<file path="src/rtl/mem_ctrl_pkg.sv">
// ============================================================================
// Module      : mem_ctrl_pkg
// Description : Shared types, widths and length codes for the byte-serial
//               memory controller.
// Revision    : 1.0 - initial release
// ============================================================================
`default_nettype none

package mem_ctrl_pkg;

  localparam int RamAddrBus = 17;
  localparam int RamDataBus = 8;

  // mem_len encodings; the unused code 3 behaves like a word
  localparam logic [1:0] LEN_B = 2'd0;
  localparam logic [1:0] LEN_H = 2'd1;
  localparam logic [1:0] LEN_W = 2'd2;

  typedef enum logic [1:0] {
    ST_IDLE = 2'd0,
    ST_RD   = 2'd1,
    ST_WR   = 2'd2,
    ST_RESP = 2'd3
  } state_t;

  typedef enum logic {
    OWN_IF  = 1'b0,
    OWN_MEM = 1'b1
  } owner_t;

  // Byte count of a transfer for a given length code
  function automatic logic [2:0] len_to_n(input logic [1:0] len);
    case (len)
      LEN_B:   return 3'd1;
      LEN_H:   return 3'd2;
      default: return 3'd4;
    endcase
  endfunction

endpackage

`default_nettype wire

</file>
<file path="src/rtl/mem_ctrl_ifbuf.sv">
// ============================================================================
// Module      : mem_ctrl_ifbuf
// Description : Single-entry fetch buffer (tag, word, valid) with hit compare.
//               Only instantiated when MEM_CTRL_IF_BUFFER_EN is defined.
// Revision    : 1.0 - initial release
// ============================================================================
`default_nettype none

module mem_ctrl_ifbuf
  import mem_ctrl_pkg::*;
(
  input  logic                  clk,
  input  logic                  rst_n,
  input  logic                  fill,
  input  logic                  inval,
  input  logic [RamAddrBus-1:0] fill_tag,
  input  logic [31:0]           fill_data,
  input  logic [RamAddrBus-1:0] lookup_tag,
  output logic                  hit,
  output logic [31:0]           hit_data
);

  logic                  r_valid;
  logic [RamAddrBus-1:0] r_tag;
  logic [31:0]           r_data;

  // Entry update: a store invalidates, a completed fetch refills
  always_ff @(posedge clk) begin
    if (!rst_n) begin
      r_valid <= 1'b0;
      r_tag   <= '0;
      r_data  <= '0;
    end else if (inval) begin
      r_valid <= 1'b0;
    end else if (fill) begin
      r_valid <= 1'b1;
      r_tag   <= fill_tag;
      r_data  <= fill_data;
    end
  end

  assign hit      = r_valid && (r_tag == lookup_tag);
  assign hit_data = r_data;

endmodule

`default_nettype wire

</file>
<file path="src/rtl/mem_ctrl.sv">
// ============================================================================
// Module      : mem_ctrl
// Description : Shares one byte-wide RAM port between instruction fetch and
//               the MEM stage. Splits 1/2/4-byte requests into consecutive
//               byte accesses and assembles little-endian results.
//               Optional fetch buffer: define MEM_CTRL_IF_BUFFER_EN.
// Revision    : 1.0 - initial release
// ============================================================================
`default_nettype none

module mem_ctrl
  import mem_ctrl_pkg::*;
(
  input  logic                  clk,
  input  logic                  rst_n,
  input  logic                  if_req,
  input  logic [31:0]           if_addr,
  output logic [31:0]           if_rdata,
  output logic                  if_done,
  input  logic                  mem_req,
  input  logic                  mem_we,
  input  logic [1:0]            mem_len,
  input  logic [31:0]           mem_addr,
  input  logic [31:0]           mem_wdata,
  output logic [31:0]           mem_rdata,
  output logic                  mem_done,
  output logic                  if_stall,
  output logic                  mem_stall,
  output logic                  ram_we,
  output logic [RamAddrBus-1:0] ram_addr,
  output logic [RamDataBus-1:0] ram_dout,
  input  logic [RamDataBus-1:0] ram_din
);

  state_t                r_state;
  owner_t                r_owner;
  logic [2:0]            r_idx;
  logic [2:0]            r_len;
  logic [RamAddrBus-1:0] r_base;
  logic [31:0]           r_wdata;
  logic [31:0]           r_buf;
  logic                  r_if_done;
  logic                  r_mem_done;

  logic [RamAddrBus-1:0] w_cur_addr;
  logic                  w_rd_drive;
  logic [1:0]            w_cap_idx;
  logic [31:0]           w_buf_next;
  logic                  w_hit;
  logic [31:0]           w_hit_data;
  logic                  w_unused_addr;

  // Address arithmetic is 17-bit so it wraps naturally at the top of RAM
  assign w_cur_addr = r_base + {{(RamAddrBus-3){1'b0}}, r_idx};
  // The final RD cycle only captures; no address is presented then
  assign w_rd_drive = (r_state == ST_RD) && (r_idx != r_len);
  // Data on ram_din belongs to the address presented one cycle earlier
  assign w_cap_idx  = r_idx[1:0] - 2'd1;

  // Merge the incoming RAM byte into its little-endian lane
  always_comb begin
    w_buf_next = r_buf;
    w_buf_next[{w_cap_idx, 3'b000} +: 8] = ram_din;
  end

  assign ram_we   = (r_state == ST_WR);
  assign ram_addr = (w_rd_drive || r_state == ST_WR) ? w_cur_addr : '0;
  assign ram_dout = (r_state == ST_WR) ? r_wdata[{r_idx[1:0], 3'b000} +: 8] : '0;

  assign if_done   = r_if_done;
  assign mem_done  = r_mem_done;
  assign if_rdata  = r_buf;
  assign mem_rdata = r_buf;
  assign if_stall  = if_req && !r_if_done;
  assign mem_stall = mem_req && !r_mem_done;

  assign w_unused_addr = ^{if_addr[31:RamAddrBus], mem_addr[31:RamAddrBus]};

`ifdef MEM_CTRL_IF_BUFFER_EN
  logic w_fill;
  logic w_inval;

  assign w_fill  = (r_state == ST_RD) && (r_idx == r_len) && (r_owner == OWN_IF);
  assign w_inval = (r_state == ST_IDLE) && mem_req && mem_we;

  mem_ctrl_ifbuf u_ifbuf (
    .clk        (clk),
    .rst_n      (rst_n),
    .fill       (w_fill),
    .inval      (w_inval),
    .fill_tag   (r_base),
    .fill_data  (w_buf_next),
    .lookup_tag (if_addr[RamAddrBus-1:0]),
    .hit        (w_hit),
    .hit_data   (w_hit_data)
  );
`else
  assign w_hit      = 1'b0;
  assign w_hit_data = '0;
`endif

  // Transfer sequencer: accept, walk the bytes, pulse the owner's done
  always_ff @(posedge clk) begin
    if (!rst_n) begin
      r_state    <= ST_IDLE;
      r_owner    <= OWN_IF;
      r_idx      <= '0;
      r_len      <= '0;
      r_base     <= '0;
      r_wdata    <= '0;
      r_buf      <= '0;
      r_if_done  <= 1'b0;
      r_mem_done <= 1'b0;
    end else begin
      r_if_done  <= 1'b0;
      r_mem_done <= 1'b0;
      case (r_state)
        ST_IDLE: begin
          r_idx <= '0;
          if (mem_req) begin
            r_owner <= OWN_MEM;
            r_base  <= mem_addr[RamAddrBus-1:0];
            r_len   <= len_to_n(mem_len);
            r_wdata <= mem_wdata;
            r_buf   <= '0;
            r_state <= mem_we ? ST_WR : ST_RD;
          end else if (if_req) begin
            r_owner <= OWN_IF;
            r_base  <= if_addr[RamAddrBus-1:0];
            r_len   <= 3'd4;
            r_wdata <= '0;
            if (w_hit) begin
              r_buf     <= w_hit_data;
              r_if_done <= 1'b1;
              r_state   <= ST_RESP;
            end else begin
              r_buf   <= '0;
              r_state <= ST_RD;
            end
          end
        end
        ST_RD: begin
          if (r_idx != 3'd0) begin
            r_buf <= w_buf_next;
          end
          if (r_idx == r_len) begin
            r_if_done  <= (r_owner == OWN_IF);
            r_mem_done <= (r_owner == OWN_MEM);
            r_state    <= ST_RESP;
          end else begin
            r_idx <= r_idx + 3'd1;
          end
        end
        ST_WR: begin
          if (r_idx == r_len - 3'd1) begin
            r_if_done  <= (r_owner == OWN_IF);
            r_mem_done <= (r_owner == OWN_MEM);
            r_state    <= ST_RESP;
          end else begin
            r_idx <= r_idx + 3'd1;
          end
        end
        ST_RESP: begin
          r_state <= ST_IDLE;
        end
        default: begin
          r_state <= ST_IDLE;
        end
      endcase
    end
  end

endmodule

`default_nettype wire

</file>
<file path="config.mk">
export PLATFORM = sky130hd
export DESIGN_NAME = mem_ctrl
export DESIGN_NICKNAME = d
export VERILOG_FILES = /design/src/rtl/mem_ctrl_pkg.sv /design/src/rtl/mem_ctrl_ifbuf.sv /design/src/rtl/mem_ctrl.sv
export SDC_FILE = /design/constraint.sdc
export NUM_CORES = 1
export LEC_CHECK = 0
export ABC_AREA = 1
export CORE_MARGIN = 1
export CORE_UTILIZATION = 43
export CTS_CLUSTER_DIAMETER = 120
export DETAILED_ROUTE_END_ITERATION = 6
export HOLD_SLACK_MARGIN = 0.02
export PLACE_DENSITY = 0.88
export SLEW_MARGIN = 20
export SYNTH_ARGS = -nofsm -noshare
export SYNTH_HDL_FRONTEND = slang
export SYNTH_SLANG_ARGS = --single-unit
export TNS_END_PERCENT = 1
</file>
<file path="constraint.sdc">
create_clock -name clk -period 2.3 [get_ports clk]
set_input_delay 0.23 -clock clk [delete_from_list [all_inputs] [get_ports clk]]
set_output_delay 0.23 -clock clk [all_outputs]
set_load 0.03 [all_outputs]
</file>
==> flow_summary_export.csv <==
group,metric,value,unit
logic_synthesis,ys_seq_area_frac,0.3767,
grt,met3_usage,0.04423,
worst_setup_path,cp.required,2.07,ns
detailed_routing,ant_nets,0,
pwr,power.density,994.5,nW/um^2
final_layout,drive_gt1_frac,0.1106,
grt,grt_pass1_vias,4517,
sta,period_minus_slack,2.359,ns
floorplanning,dieArea,11800,um^2
logic_synthesis,yosysMostFrequentCell,"nand2_1",
pwr,vdd_drop_max,0.0006121,V
sta,finalClockSkew,0.005423,ns
logic_synthesis,synth_edf_count,0,
placement,post_dp_cell_area,6551,um^2
floorplanning,die_y,108.6,um
sta,setup-tns-final,-0.1196,ns
worst_hold_path,hold_path_class,"in -> reg",
detailed_routing,post-route-drc-count,0,
cts,h-tree-depth,3,
cts,tritoncts,"done",
status,violations,"negative setup slack",
logic_synthesis,synth_seq_cells,92,
logic_synthesis,synth-main-ff-cell,"dfxtp_1",
sta,timing_worst_slew_pin_value,0.6065,ns
flow_run,max_cap_viol_count,0,
sta,drv_slew,0,
logic_synthesis,synth_cell_types,30,
grt,grt.total_usage,0.2306,
worst_setup_path,cp-startpoint,"r_idx[0]",
cts,clkTransAtPathRegs,0.07,ns
worst_setup_path,rr_startpoint,"r_idx[0]",
cts,clock_latency,0.34,ns
floorplanning,start_util,0.4471,
cts,clockBufferDepth,2,
grt,overflow,0,
sta,max_slew_margin,0.5951,
detailed_routing,firstDrtPassIters,5,
logic_synthesis,synth_area_leaders,"dfxtp_1 (38%), nand2_1 (16%), a21oi_1 (8.8%), nor2_1 (6.6%), buf_4 (4.9%)",
worst_setup_path,worst_ep_arrival_time,2.13,ns
grt,grt_max_degree,50,
pwr,cellLeakagePower,2.762,nW
worst_setup_path,critPathKind,"reg -> out",
grt,antenna_found_initial,0,
logic_synthesis,syn_inst,726,
logic_synthesis,synth_fp_nets,851,
floorplanning,rows,38,
sta,finalCritPeriodShare,1.026,
worst_setup_path,ff2ff_path_depth,8,
logic_synthesis,synth.cell_area,4890,um^2
grt,grt_pass1_wl,21.53,mm
final_layout,layout.nets,988,
placement,port_buffers,174,
cts,tritoncts.num_buffers,9,
logic_synthesis,synth_area_per_cell,6.735,um^2
sta,fmaxAchievable,0.4239,GHz
worst_setup_path,cp-end-kind,"output pin",
worst_hold_path,min_from,"mem_wdata[13]",
final_layout,area_growth,42.02,%
grt,met2_usage,0.3761,
placement,dp_hpwl,9.886,mm
final_layout,n_antenna_cell,0,
final_layout,final_design_area_no_fill,6944,um^2
detailed_routing,routed_via_density,5.068,
worst_hold_path,hold_depth,3,
detailed_routing,vias,5109,
logic_synthesis,ys_warn_count,0,
final_layout,final.fill_count,1000,
cts,cts-root-buf,"clkbuf_16",
logic_synthesis,synth_top_area_cell,"dfxtp_1",
placement,gp_congestion,0.8647,
sta,setup_viol,4,
detailed_routing,drtIter0Drc,228,
detailed_routing,wire_per_inst,13.40,um
sta,setup_ws,-0.05923,ns
sta,hold_violations,0,
cts,clkSinkCount,92,
worst_setup_path,worst_setup_path_start_kind,"flip-flop",
grt,grt_util_met1,0.3074,
floorplanning,num_io_pins,205,
logic_synthesis,synthArstFlopShare,0,
final_layout,regArea,1848,um^2
grt,grt.busiest_layer,"met2",
floorplanning,die_w,108.6,um
sta,rsz0062_at_grt,"yes",
cts,hold_buffers,0,
floorplanning,coreArea,10940,um^2
status,status,"finished, violations left",
final_layout,multiInputGateArea,2561,um^2
detailed_routing,wl,13.51,mm
logic_synthesis,synth_top_area_frac,0.3767,
worst_setup_path,cp_max_fo,5,
logic_synthesis,yosys-top-cells-count,"nand2_1 (214), dfxtp_1 (92), a21oi_1 (86), nor2_1 (86), inv_1 (45)",
power by group:
group | internal, W | leakage (nW) | total [W] | switching, W
sequential | 0.00186 | 0.752 | 0.00208 | 0.000227
clock | 0.000760 | 0.140 | 0.00144 | 0.000682
combinational | 0.00116 | 1.87 | 0.00338 | 0.00222
total | 0.00377 | 2.76 | 0.00691 | 0.00313
stage by stage:
step	setup WS, ns	hold WS, ns	total power [W]	cells	utilization
detailed placement	0.1195	0.4284	0.005351	990	0.5991
finish	-0.05923	0.4414	0.006906	1008	0.6350
global route	-0.1865	0.4491	0.007392	1008	0.6350
floorplan	-0.1159	0.3683	0.004323	726	-
global placement	0.1494	0.4246	0.005303	990	0.5991
CTS	-0.2028	0.4254	0.006809	1006	0.6264
area by class of cell:
| type | instances | area share |
|---|---|---|
| Inverter | 55 | 0.03027 |
| Clock buffer | 9 | 0.03243 |
| Timing Repair Buffer | 187 | 0.2677 |
| Multi-Input combinational cell | 518 | 0.3688 |
| Clock inverter | 7 | 0.009369 |
| Tap cell | 140 | 0.02523 |
| Sequential cell | 92 | 0.2661 |
critical path, stage by stage, from the launching register on:
cell	delay, ns
dfxtp_4	0.38
ha_4	0.14
inv_2	0.04
fa_2	0.33
inv_2	0.08
nand2_2	0.05
nand2_2	0.09
nand2_4	0.07
nor3_1	0.22
xnor2_1	0.09
nor2_1	0.17
buf_12	0.15
placed cells by master (no fill, tap or decap), types with 8 or more instances in the layout:
cell | synthesis | layout
ha_1 | 13 | 11
dlygate4sd2_1 | 0 | 8
a21oi_1 | 86 | 85
nand3_1 | 23 | 22
buf_4 | 32 | 25
dfxtp_1 | 92 | 89
a31oi_1 | 17 | 17
clkdlybuf4s50_1 | 0 | 148
nand2_1 | 214 | 208
inv_2 | 9 | 10
nor2_1 | 86 | 80
o21ai_1 | 14 | 14
o21ai_0 | 27 | 27
clkbuf_16 | 0 | 9
inv_1 | 45 | 43
cell families after synthesis:
logic type	count (synthesis)	share of synthesized area
buffers and inverters	117	0.1185
AOI/OAI and AO/OA	150	0.1648
and+or+nand+nor	349	0.2955
xor gates and xnor gates	4	0.007166
adders and majority gates	14	0.03736
DFF	92	0.3767
registers in the layout, summed over array words and instances, names as in the netlist:
name      count
r_idx         3
if_done       1
mem_done      1
r_len         3
if_rdata     32
r_base       17
r_state       2
r_owner       1
r_wdata      32
worst paths after layout:
check	endpoint	slack [ns]
min reg2reg	if_done	0.44
min	r_wdata[13]	0.44
max reg2reg	if_rdata[4]	0.31
max	ram_addr[16]	-0.06
what timing repair did:
item | in CTS | in global routing
setup buffers | 0 | 1
gates cloned | 0 | 1
pin swaps | 0 | 5
resized for setup | 15 | 26
setup endpoints to repair | 25 | 17
layer usage:
| metal | wire length [um] | vias to the layer above | share of wire |
|---|---|---|---|
| li1 | - | 2592 | - |
| met1 | 6062 | 2317 | 0.45 |
| met2 | 6372 | 182 | 0.47 |
| met3 | 862 | 18 | 0.064 |
| met4 | 211 | 0 | 0.016 |
| met5 | 0 | - | 0 |
Note: power is estimated with default switching activity, not from simulation.
